### config.mk
export PLATFORM = sky130hd
export DESIGN_NAME = detector_sequencer
export DESIGN_NICKNAME = d
export VERILOG_FILES = /design/src/rtl/detector_seq_pkg.sv /design/src/rtl/detector_sequencer_shifter.sv /design/src/rtl/detector_sequencer.sv
export SDC_FILE = /design/constraint.sdc
export NUM_CORES = 1
export LEC_CHECK = 0
export CAP_MARGIN = 20
export CORE_MARGIN = 5
export CORE_UTILIZATION = 30
export CTS_CLUSTER_DIAMETER = 60
export CTS_CLUSTER_SIZE = 12
export DETAILED_ROUTE_END_ITERATION = 16
export PLACE_DENSITY = 0.5
export REMOVE_ABC_BUFFERS = 1
export SYNTH_ARGS = -nofsm -noshare
export SYNTH_HDL_FRONTEND = slang
export SYNTH_HIERARCHICAL = 1
export SYNTH_SLANG_ARGS = --single-unit
### constraint.sdc
create_clock -name clk -period 3.6 [get_ports clk]
set_input_delay 0.72 -clock clk [delete_from_list [all_inputs] [get_ports clk]]
set_output_delay 0.72 -clock clk [all_outputs]
set_load 0.01 [all_outputs]
### src/rtl/detector_seq_pkg.sv
// Shared types and sizing for the detector self-test sequencer.
package detector_seq_pkg;

  localparam int SEQ_LEN_MAX = 16;
  localparam int SEQ_CNT_W   = 5;

  typedef enum logic [2:0] {
    IDLE  = 3'd0,
    CLEAR = 3'd1,
    RUN   = 3'd2,
    DRAIN = 3'd3,
    DONE  = 3'd4
  } seq_state_t;

endpackage

### src/rtl/detector_sequencer_shifter.sv
// Pattern load/shift register feeding the detector w input, with bit index and last-bit flag.
module pattern_shifter
  import detector_seq_pkg::*;
#(
  parameter int LEN_MAX = SEQ_LEN_MAX,
  parameter int CNT_W   = SEQ_CNT_W
) (
  input  logic                       clk,
  input  logic                       reset,
  input  logic                       load,
  input  logic [LEN_MAX-1:0]         pattern,
  input  logic [CNT_W-1:0]           len_q,
  input  logic                       shift,
  input  logic                       step,
  output logic                       w_out,
  output logic [$clog2(LEN_MAX)-1:0] idx,
  output logic                       last
);

  localparam int IDX_W = $clog2(LEN_MAX);

  logic [LEN_MAX-1:0] sr;

  // w_out is a flop: the next bit is launched on the edge before the cycle that drives it
  always_ff @(posedge clk or posedge reset) begin
    if (reset) begin
      sr    <= '0;
      w_out <= 1'b0;
      idx   <= '0;
    end else if (load) begin
      sr    <= pattern;
      w_out <= 1'b0;
      idx   <= '0;
    end else begin
      if (shift) begin
        w_out <= sr[0];
        sr    <= sr >> 1;
      end else begin
        w_out <= 1'b0;
      end
      if (step) idx <= idx + IDX_W'(1);
    end
  end

  assign last = (CNT_W'(idx) == (len_q - CNT_W'(1)));

endmodule

### src/rtl/detector_sequencer.sv
// Self-test sequencer: clears the detector, shifts a pattern in, captures z per bit.
//
// state | meaning
// IDLE  | waiting for start
// CLEAR | one-cycle fsm_clr pulse to the detector, w_out=0
// RUN   | drive pattern bit idx, capture z for bit idx-1
// DRAIN | w_out=0, capture z for the last bit
// DONE  | one-cycle done pulse, results valid
module detector_sequencer
  import detector_seq_pkg::*;
#(
  parameter int LEN_MAX = SEQ_LEN_MAX,
  parameter int CNT_W   = SEQ_CNT_W
) (
  input  logic               clk,
  input  logic               reset,
  input  logic               start,
  input  logic [LEN_MAX-1:0] pattern,
  input  logic [CNT_W-1:0]   length,
  input  logic               z_in,
  output logic               w_out,
  output logic               fsm_clr,
  output logic               busy,
  output logic               done,
  output logic [LEN_MAX-1:0] hit_map,
  output logic [CNT_W-1:0]   hit_count
);

  localparam int IDX_W = $clog2(LEN_MAX);

  localparam logic [2:0] ST_IDLE  = 3'(IDLE);
  localparam logic [2:0] ST_CLEAR = 3'(CLEAR);
  localparam logic [2:0] ST_RUN   = 3'(RUN);
  localparam logic [2:0] ST_DRAIN = 3'(DRAIN);
  localparam logic [2:0] ST_DONE  = 3'(DONE);

  logic [2:0]       state, state_nx;
  logic [CNT_W-1:0] len_q, len_clamped;
  logic             accept, shift, step, last, cap_en;
  logic [IDX_W-1:0] idx, cap_pos;

  assign len_clamped = (length > CNT_W'(LEN_MAX)) ? CNT_W'(LEN_MAX) : length;
  assign accept      = (state == ST_IDLE) && start;
  assign shift       = ((state == ST_CLEAR) && (len_q != '0)) || ((state == ST_RUN) && !last);
  assign step        = (state == ST_RUN) && !last;
  assign busy        = (state != ST_IDLE);

  always_comb begin
    state_nx = state;
    case (state)
      ST_IDLE:  if (start) state_nx = ST_CLEAR;
      ST_CLEAR: state_nx = (len_q == '0) ? ST_DONE : ST_RUN;
      ST_RUN:   if (last) state_nx = ST_DRAIN;
      ST_DRAIN: state_nx = ST_DONE;
      ST_DONE:  state_nx = ST_IDLE;
      default:  state_nx = ST_IDLE;
    endcase
  end

  // z lags w by one cycle, so RUN cycle idx observes the response to bit idx-1
  always_comb begin
    cap_en  = 1'b0;
    cap_pos = '0;
    if ((state == ST_RUN) && (idx != '0)) begin
      cap_en  = 1'b1;
      cap_pos = idx - IDX_W'(1);
    end else if (state == ST_DRAIN) begin
      cap_en  = 1'b1;
      cap_pos = IDX_W'(len_q - CNT_W'(1));
    end
  end

  always_ff @(posedge clk or posedge reset) begin
    if (reset) begin
      state     <= ST_IDLE;
      fsm_clr   <= 1'b0;
      done      <= 1'b0;
      len_q     <= '0;
      hit_map   <= '0;
      hit_count <= '0;
    end else begin
      state   <= state_nx;
      fsm_clr <= (state_nx == ST_CLEAR);
      done    <= (state_nx == ST_DONE);
      if (accept) begin
        len_q     <= len_clamped;
        hit_map   <= '0;
        hit_count <= '0;
      end else if (cap_en) begin
        hit_map[cap_pos] <= z_in;
        hit_count        <= hit_count + CNT_W'(z_in);
      end
    end
  end

  pattern_shifter #(
    .LEN_MAX (LEN_MAX),
    .CNT_W   (CNT_W)
  ) u_shifter (
    .clk     (clk),
    .reset   (reset),
    .load    (accept),
    .pattern (pattern),
    .len_q   (len_q),
    .shift   (shift),
    .step    (step),
    .w_out   (w_out),
    .idx     (idx),
    .last    (last)
  );

endmodule

==> results.ini, run 1 <==
[drt]
vias=2121
wirelength_mm=6.11
via_per_inst=4.86
drc=0
dr.first_iter.drc_count=51
first_pass_iters=4
wl_per_cell_um=14.0
antenna_left=0

[critical_path]
cp_max_fo=9
critPathKind=reg -> out
start_kind=flop
required_ns=2.88
crit_path_end_kind=output pin
critPathArrivalTime_ns=1.77

[timing]
period_minus_slack_ns=2.49
max_slew_margin_pct=45.9
clock_skew_ns=0.0117
rsz0062_at_grt=false
slew_violations=0
final-setup-viol-count=0
finalHoldViolations=0
fin_tns_setup_ns=0
clock.fmax_mhz=402
max_slew.worst_pin.slew_ns=0.811
fin_crit_sh_pct=69.1

[synthesis]
syn_area_per_cell_um2=10.1
ys.flop_type=dfrtp_1
synthXorXnorAreaFrac_pct=4.56
synth_area_mm2=0.00280
synth_top_family_by_area=simple AND/OR/NAND/NOR gates
async_reset_ff_share_pct=100
yosys.area_share.simple_pct=17.4
netlist_top_cells_area=dfrtp_1 (46%), mux2i_1 (9.3%), nand2_1 (5.9%)
synth_warnings=6
synth.area.mux_share_pct=9.30
syn-instance-count=276
synth_compound_area_share_pct=14.7
synthDistinctLibCells=53
synth_top_area_cell=dfrtp_1
seq_area_frac_synth_pct=46.5
ys_ff_latch=52
synth-edff-count=0
netlist.area_leader.share_pct=46.5
synthAdderAreaFrac_pct=2.68

[status]
status=completed

[final_layout]
layout.nets=355
design_area_mm2=0.00349
layoutNonFillerInstCount=436
seq_area_mm2=0.00130
postLayoutCoreUtil_pct=38.2
syn2layout_area_growth_pct=24.8
drive_gt1_share_pct=8.31
multi_input_area_mm2=0.00137
n_fill_cell=926
n_antenna_cell=0

[global_route]
antenna_found_initial=0
grt_util_met2_pct=18.4
globalRouteMet1Util_pct=15.4
grt_max_degree=32
track_usage_pct=11.3
grt.busiest_layer=met2
grt_overflow_total=0
grt_pass1_vias=2172
grt_pass1_wl_mm=10.5
grt_use_met3_pct=2.35

[hold_path]
hold_class=reg -> reg

[floorplan]
die_h_um=107
rows=35
design.core.area_mm2=0.00915
die_area_mm2=0.0114
fp.dieW_um=107
ios=50
initial_core_util_pct=30.6

[job]
timing.max_cap.violations=0

[clock_tree]
insertion_delay_ns=0.31
cts_sinks=52
cts_made_buffers=5
cts_buffer_depth=2
cts_resized=0
cts_root_buffer=clkbuf_8
ctsHoldBuffers=0
path_clk_slew_ns=0.10
cts_tree=yes
postCtsSetupBuffers=0
ctsHtreeMaxLevel=2

[placed_design]
place_inst=428
place_area_mm2=0.00338
io_buffers=49
hpwl_mm=4.44
globalplace.congestion=0.777

[power]
p_leak_nw=1.50
irDropWorstVdd_uv=268
power_density_mw_per_mm2=747

[registers in the layout (all words and copies together), names as in the netlist]
signal,flops
hit_map,16
u_shifter/sr,16
hit_count,5
len_q,5
u_shifter/idx,4
state,3
done,1
fsm_clr,1
u_shifter/w_out,1
[power breakdown]
group / total, W / internal, W / switching (W)
registers: 0.000943 / 0.000768 / 0.000175
logic: 0.00126 / 0.000577 / 0.000684
clock network: 0.000406 / 0.000206 / 0.000200
total: 0.00261 / 0.00155 / 0.00106
[logic make-up after synthesis]
logic type               Yosys count
AND/OR/NAND/NOR                   95
AO/OA/AOI/OAI                     59
flip-flops                        52
multiplexers                      26
buffers and inverters             25
XOR/XNOR                          13
adder cells (fa/ha/maj)            6
[cell usage after synthesis, types with 2 or more instances]
cell and n:
nand4_1 5, dfrtp_1 52, buf_6 3, mux2i_1 26
nand3_1 6, inv_1 11, a211oi_2 2, a21oi_1 2
o32ai_1 2, nand2_1 44, xor2_1 9, nand3b_1 4
buf_2 3, nand2b_1 5, ha_1 6, xnor2_1 3
nor2_1 13, clkbuf_1 4, o21ai_1 10, nor3_2 2
o32a_2 2, o21ai_0 16, o31ai_1 7, nor3b_1 3
o211ai_1 8
[cells in the final DEF, fill, tap and decap left out, drive strengths merged, types with 6 or more instances in the layout]
cell type      Yosys  layout
clkdlybuf4s50      0      49
dfrtp             52      52
ha                 6       6
inv               11      11
mux2i             26      26
nand2             44      44
nand3              6       6
nand4              6       6
nor2              13      13
o211ai             9       9
o21ai             27      27
o31ai              7       7
xor2               9       9
[worst max-delay path: stages, from the launching register on]
cell	delay, ns
dfrtp_1	0.48
or3_2	0.50
clkdlybuf4s50_1	0.49
[final cells by class]
class	instances	area share [%]
clock buffer	5	1.97
sequential	52	37.2
inverter	12	1.29
clock inverter	3	1.22
tap	111	3.98
multi-input combinational	199	39.2
timing repair buffer	54	15.1
[per-layer routing]
layer | share of wire, % | up-vias | wire length, µm
li1 | - | 1074 | -
met3 | 4.4 | 4 | 267
met1 | 48 | 986 | 2930
met2 | 47 | 57 | 2870
met5 | 0 | - | 0
met4 | 0.75 | 0 | 46
[through the flow]
stage | hold slack (ns) | setup WS, ns | power (W)
global route | 0.545 | 1.07 | 0.00285
CTS | 0.519 | 1.10 | 0.00265
finish | 0.513 | 1.11 | 0.00261
floorplan | 0.472 | 0.331 | 0.00183
detailed placement | 0.496 | 0.906 | 0.00224
global placement | 0.487 | 0.922 | 0.00223
[final timing paths]
path,from,end,slack (ns),cells after the start
min,u_shifter/sr[0]$_DFFE_PP0P_,u_shifter/w_out$_DFF_PP0_,0.51,2
min reg2reg,u_shifter/sr[0]$_DFFE_PP0P_,u_shifter/w_out$_DFF_PP0_,0.51,2
max reg2reg,u_shifter/idx[0]$_DFFE_PP0P_,hit_map[1]$_DFFE_PP0P_,1.24,7
max in group asynchronous,reset,u_shifter/idx[2]$_DFFE_PP0P_,2.17,2
min in group asynchronous,reset,hit_map[7]$_DFFE_PP0P_,0.85,3
max,state[0]$_DFF_PP0_,busy,1.11,2
No activity file was read; power rests on OpenSTA's default activity.
==> run 2: changes to the inputs <==
clock period = 2.3 ns   (was 3.6 ns; I/O delays follow)
==> run 2 against run 1 <==
Core utilization grew 1.9 points. Worst hold slack lost 0.11 ns. Critical path depth up 7. Sequential power up 46%. Critical endpoint is now u_shifter/sr[11]$_DFFE_PP0P_. Highest routed layer unchanged.
==> results.ini, run 2 (same netlist as run 1, synthesis figures left out) <==
[final_layout]
layout_commonest_cell=dfrtp_1  ; unchanged
multi_input_area_mm2=0.00139  ; was 0.00137 mm²
n_fill_cell=916  ; was 926
layoutNonFillerInstCount=454  ; was 436
syn2layout_area_growth_pct=31.1  ; was 24.8%
layout.nets=373  ; was 355
seq_area_mm2=0.00130  ; unchanged
final_cell_mix=dfrtp_1 (52), clkdlybuf4s50_1 (48), nand2_1 (44)  ; was dfrtp_1 (52), clkdlybuf4s50_1 (49), nand2_1 (44)
top_regs=hit_map (16), u_shifter/sr (16)  ; unchanged
drive_gt1_share_pct=13.7  ; was 8.31%
n_antenna_cell=0  ; unchanged

[drt]
antenna_left=0  ; unchanged
top_layer=met4  ; unchanged
m1WireLength_mm=3.01  ; was 2.93 mm
drc=0  ; unchanged
via_per_inst=4.74  ; was 4.86
dr_wl_met3_um=289  ; was 267 µm
dr.first_iter.drc_count=91  ; was 51
vias=2153  ; was 2,121
first_pass_iters=4  ; unchanged
wirelength_mm=6.18  ; was 6.11 mm
wl_met2_mm=2.79  ; was 2.87 mm
wl_per_cell_um=13.6  ; was 14.0 µm

[placed_design]
globalplace.congestion=0.791  ; was 0.777
hpwl_mm=4.71  ; was 4.44 mm
io_buffers=49  ; unchanged
place_inst=446  ; was 428

[clock_tree]
ctsHtreeMaxLevel=2  ; unchanged
insertion_delay_ns=0.31  ; about the same
ctsHoldBuffers=0  ; unchanged
cts_made_buffers=5  ; unchanged
cts_buffer_depth=2  ; unchanged
cts_tree=yes  ; unchanged
cts_root_buffer=clkbuf_8  ; unchanged
path_clk_slew_ns=0.10  ; about the same
cts_sinks=52  ; unchanged
postCtsSetupBuffers=0  ; unchanged

[critical_path]
cp_max_fo=17  ; was 9
crit_path_end_kind=flop  ; was output pin
critPathArrivalTime_ns=2.31  ; was 1.77 ns
required_ns=2.49  ; was 2.88 ns
start_kind=flop  ; unchanged
critPathKind=reg -> reg  ; was reg -> out
reg2reg_depth=9  ; was 7

[power]
clock_power_share_pct=12.7  ; was 15.6%
seqPwrFrac_pct=32.0  ; was 36.1%
pwr-share-comb_pct=55.3  ; was 48.3%
p_switching_w=0.00173  ; was 0.00106 W
p_leak_nw=1.61  ; was 1.50 nW
internal_power_w=0.00259  ; was 0.00155 W
power_w=0.00432  ; was 0.00261 W
irDropWorstVdd_uv=435  ; was 268 µV
p_sw_share_pct=40.1  ; was 40.6%
power_density_mw_per_mm2=1180  ; was 747 mW/mm²

[floorplan]
rows=35  ; unchanged
die_h_um=107  ; unchanged
design.core.area_mm2=0.00915  ; unchanged
fp.dieW_um=107  ; unchanged
die_area_mm2=0.0114  ; unchanged
initial_core_util_pct=30.6  ; unchanged
ios=50  ; unchanged

[timing]
finalHoldViolations=0  ; unchanged
slew_violations=0  ; unchanged
period_minus_slack_ns=2.11
clock_skew_ns=0.0112  ; was 0.0117 ns
max_slew.worst_pin.slew_ns=0.481  ; was 0.811 ns
fin_crit_sh_pct=91.9
max_slew_margin_pct=67.5  ; was 45.9%
clock.fmax_mhz=473
final-setup-viol-count=0  ; unchanged
fin_tns_setup_ns=0  ; unchanged
rsz0062_at_grt=false  ; unchanged

[global_route]
track_usage_pct=11.3  ; about the same
grt_pass1_vias=2223  ; was 2,172
grt_pass1_wl_mm=10.5  ; about the same
grt_max_degree=33  ; was 32
grt_overflow_total=0  ; unchanged
antenna_found_initial=0  ; unchanged

[job]
timing.max_cap.violations=0  ; unchanged

[status]
status=completed  ; unchanged

[hold_path]
hold_class=in -> async  ; was reg -> reg

[run 2: through the flow]
step | setup WS (ns) | hold slack [ns] | util (%) | area (µm²)
after floorplan | -0.969 | 0.437 | - | 2710
after global placement | 0.0832 | 0.489 | 38.8 | 3550
after detailed placement | 0.0798 | 0.492 | 38.8 | 3550
after CTS | 0.0142 | 0.410 | 39.9 | 3650
after global routing | 0.00589 | 0.436 | 40.1 | 3670
final | 0.186 | 0.402 | 40.1 | 3670
[run 2: final timing paths]
kind,startpoint,endpoint,slack [ns]
worst min-delay path,reset,u_shifter/idx[1]$_DFFE_PP0P_,0.40
worst max register to register,len_q[1]$_DFFE_PP0P_,u_shifter/sr[11]$_DFFE_PP0P_,0.19
min in group clk,u_shifter/sr[0]$_DFFE_PP0P_,u_shifter/w_out$_DFF_PP0_,0.51
worst max-delay path,len_q[1]$_DFFE_PP0P_,u_shifter/sr[11]$_DFFE_PP0P_,0.19
max in group asynchronous,reset,u_shifter/sr[12]$_DFFE_PP0P_,1.41
worst min register to register,u_shifter/sr[0]$_DFFE_PP0P_,u_shifter/w_out$_DFF_PP0_,0.51
[run 2: power groups by stage]
stage | logic (W) | clock network (W) | registers [W]
floorplan | 0.00141 | 0 | 0.00146
global placement | 0.00236 | 0 | 0.00140
detailed placement | 0.00237 | 0 | 0.00141
CTS | 0.00238 | 0.000569 | 0.00139
global route | 0.00264 | 0.000606 | 0.00143
finish | 0.00239 | 0.000547 | 0.00138
[run 2: what timing repair did]
item | 4_1_cts | 5_1_grt
resized for setup | 0 | 5
endpoints found under the setup margin | 0 | 10
endpoints found under the hold margin | 0 | 0
[run 2: worst max-delay path: stages, from the launching register on]
cell and delay (ns):
dfrtp_1 0.45, inv_1 0.07, ha_1 0.21, xnor3_1 0.27
nand3_1 0.13, nor3_4 0.28, o32ai_2 0.13, buf_12 0.19
mux2i_1 0.18, o21ai_1 0.08
[run 2: area by class of cell]
cell class                 count  area share, %
timing repair buffer          72           19.2
inverter                      12           1.23
multi-input combinational    199           37.8
tap                          111           3.78
clock inverter                 1          0.205
clock buffer                   7           2.35
sequential                    52           35.5
[run 2: metal layers]
metal  up-vias  global-route usage (%)
met5         -                       0
met4         0                    3.20
met1       983                    15.4
met3         8                    2.53
met2        55                    18.0
li1       1107                       -
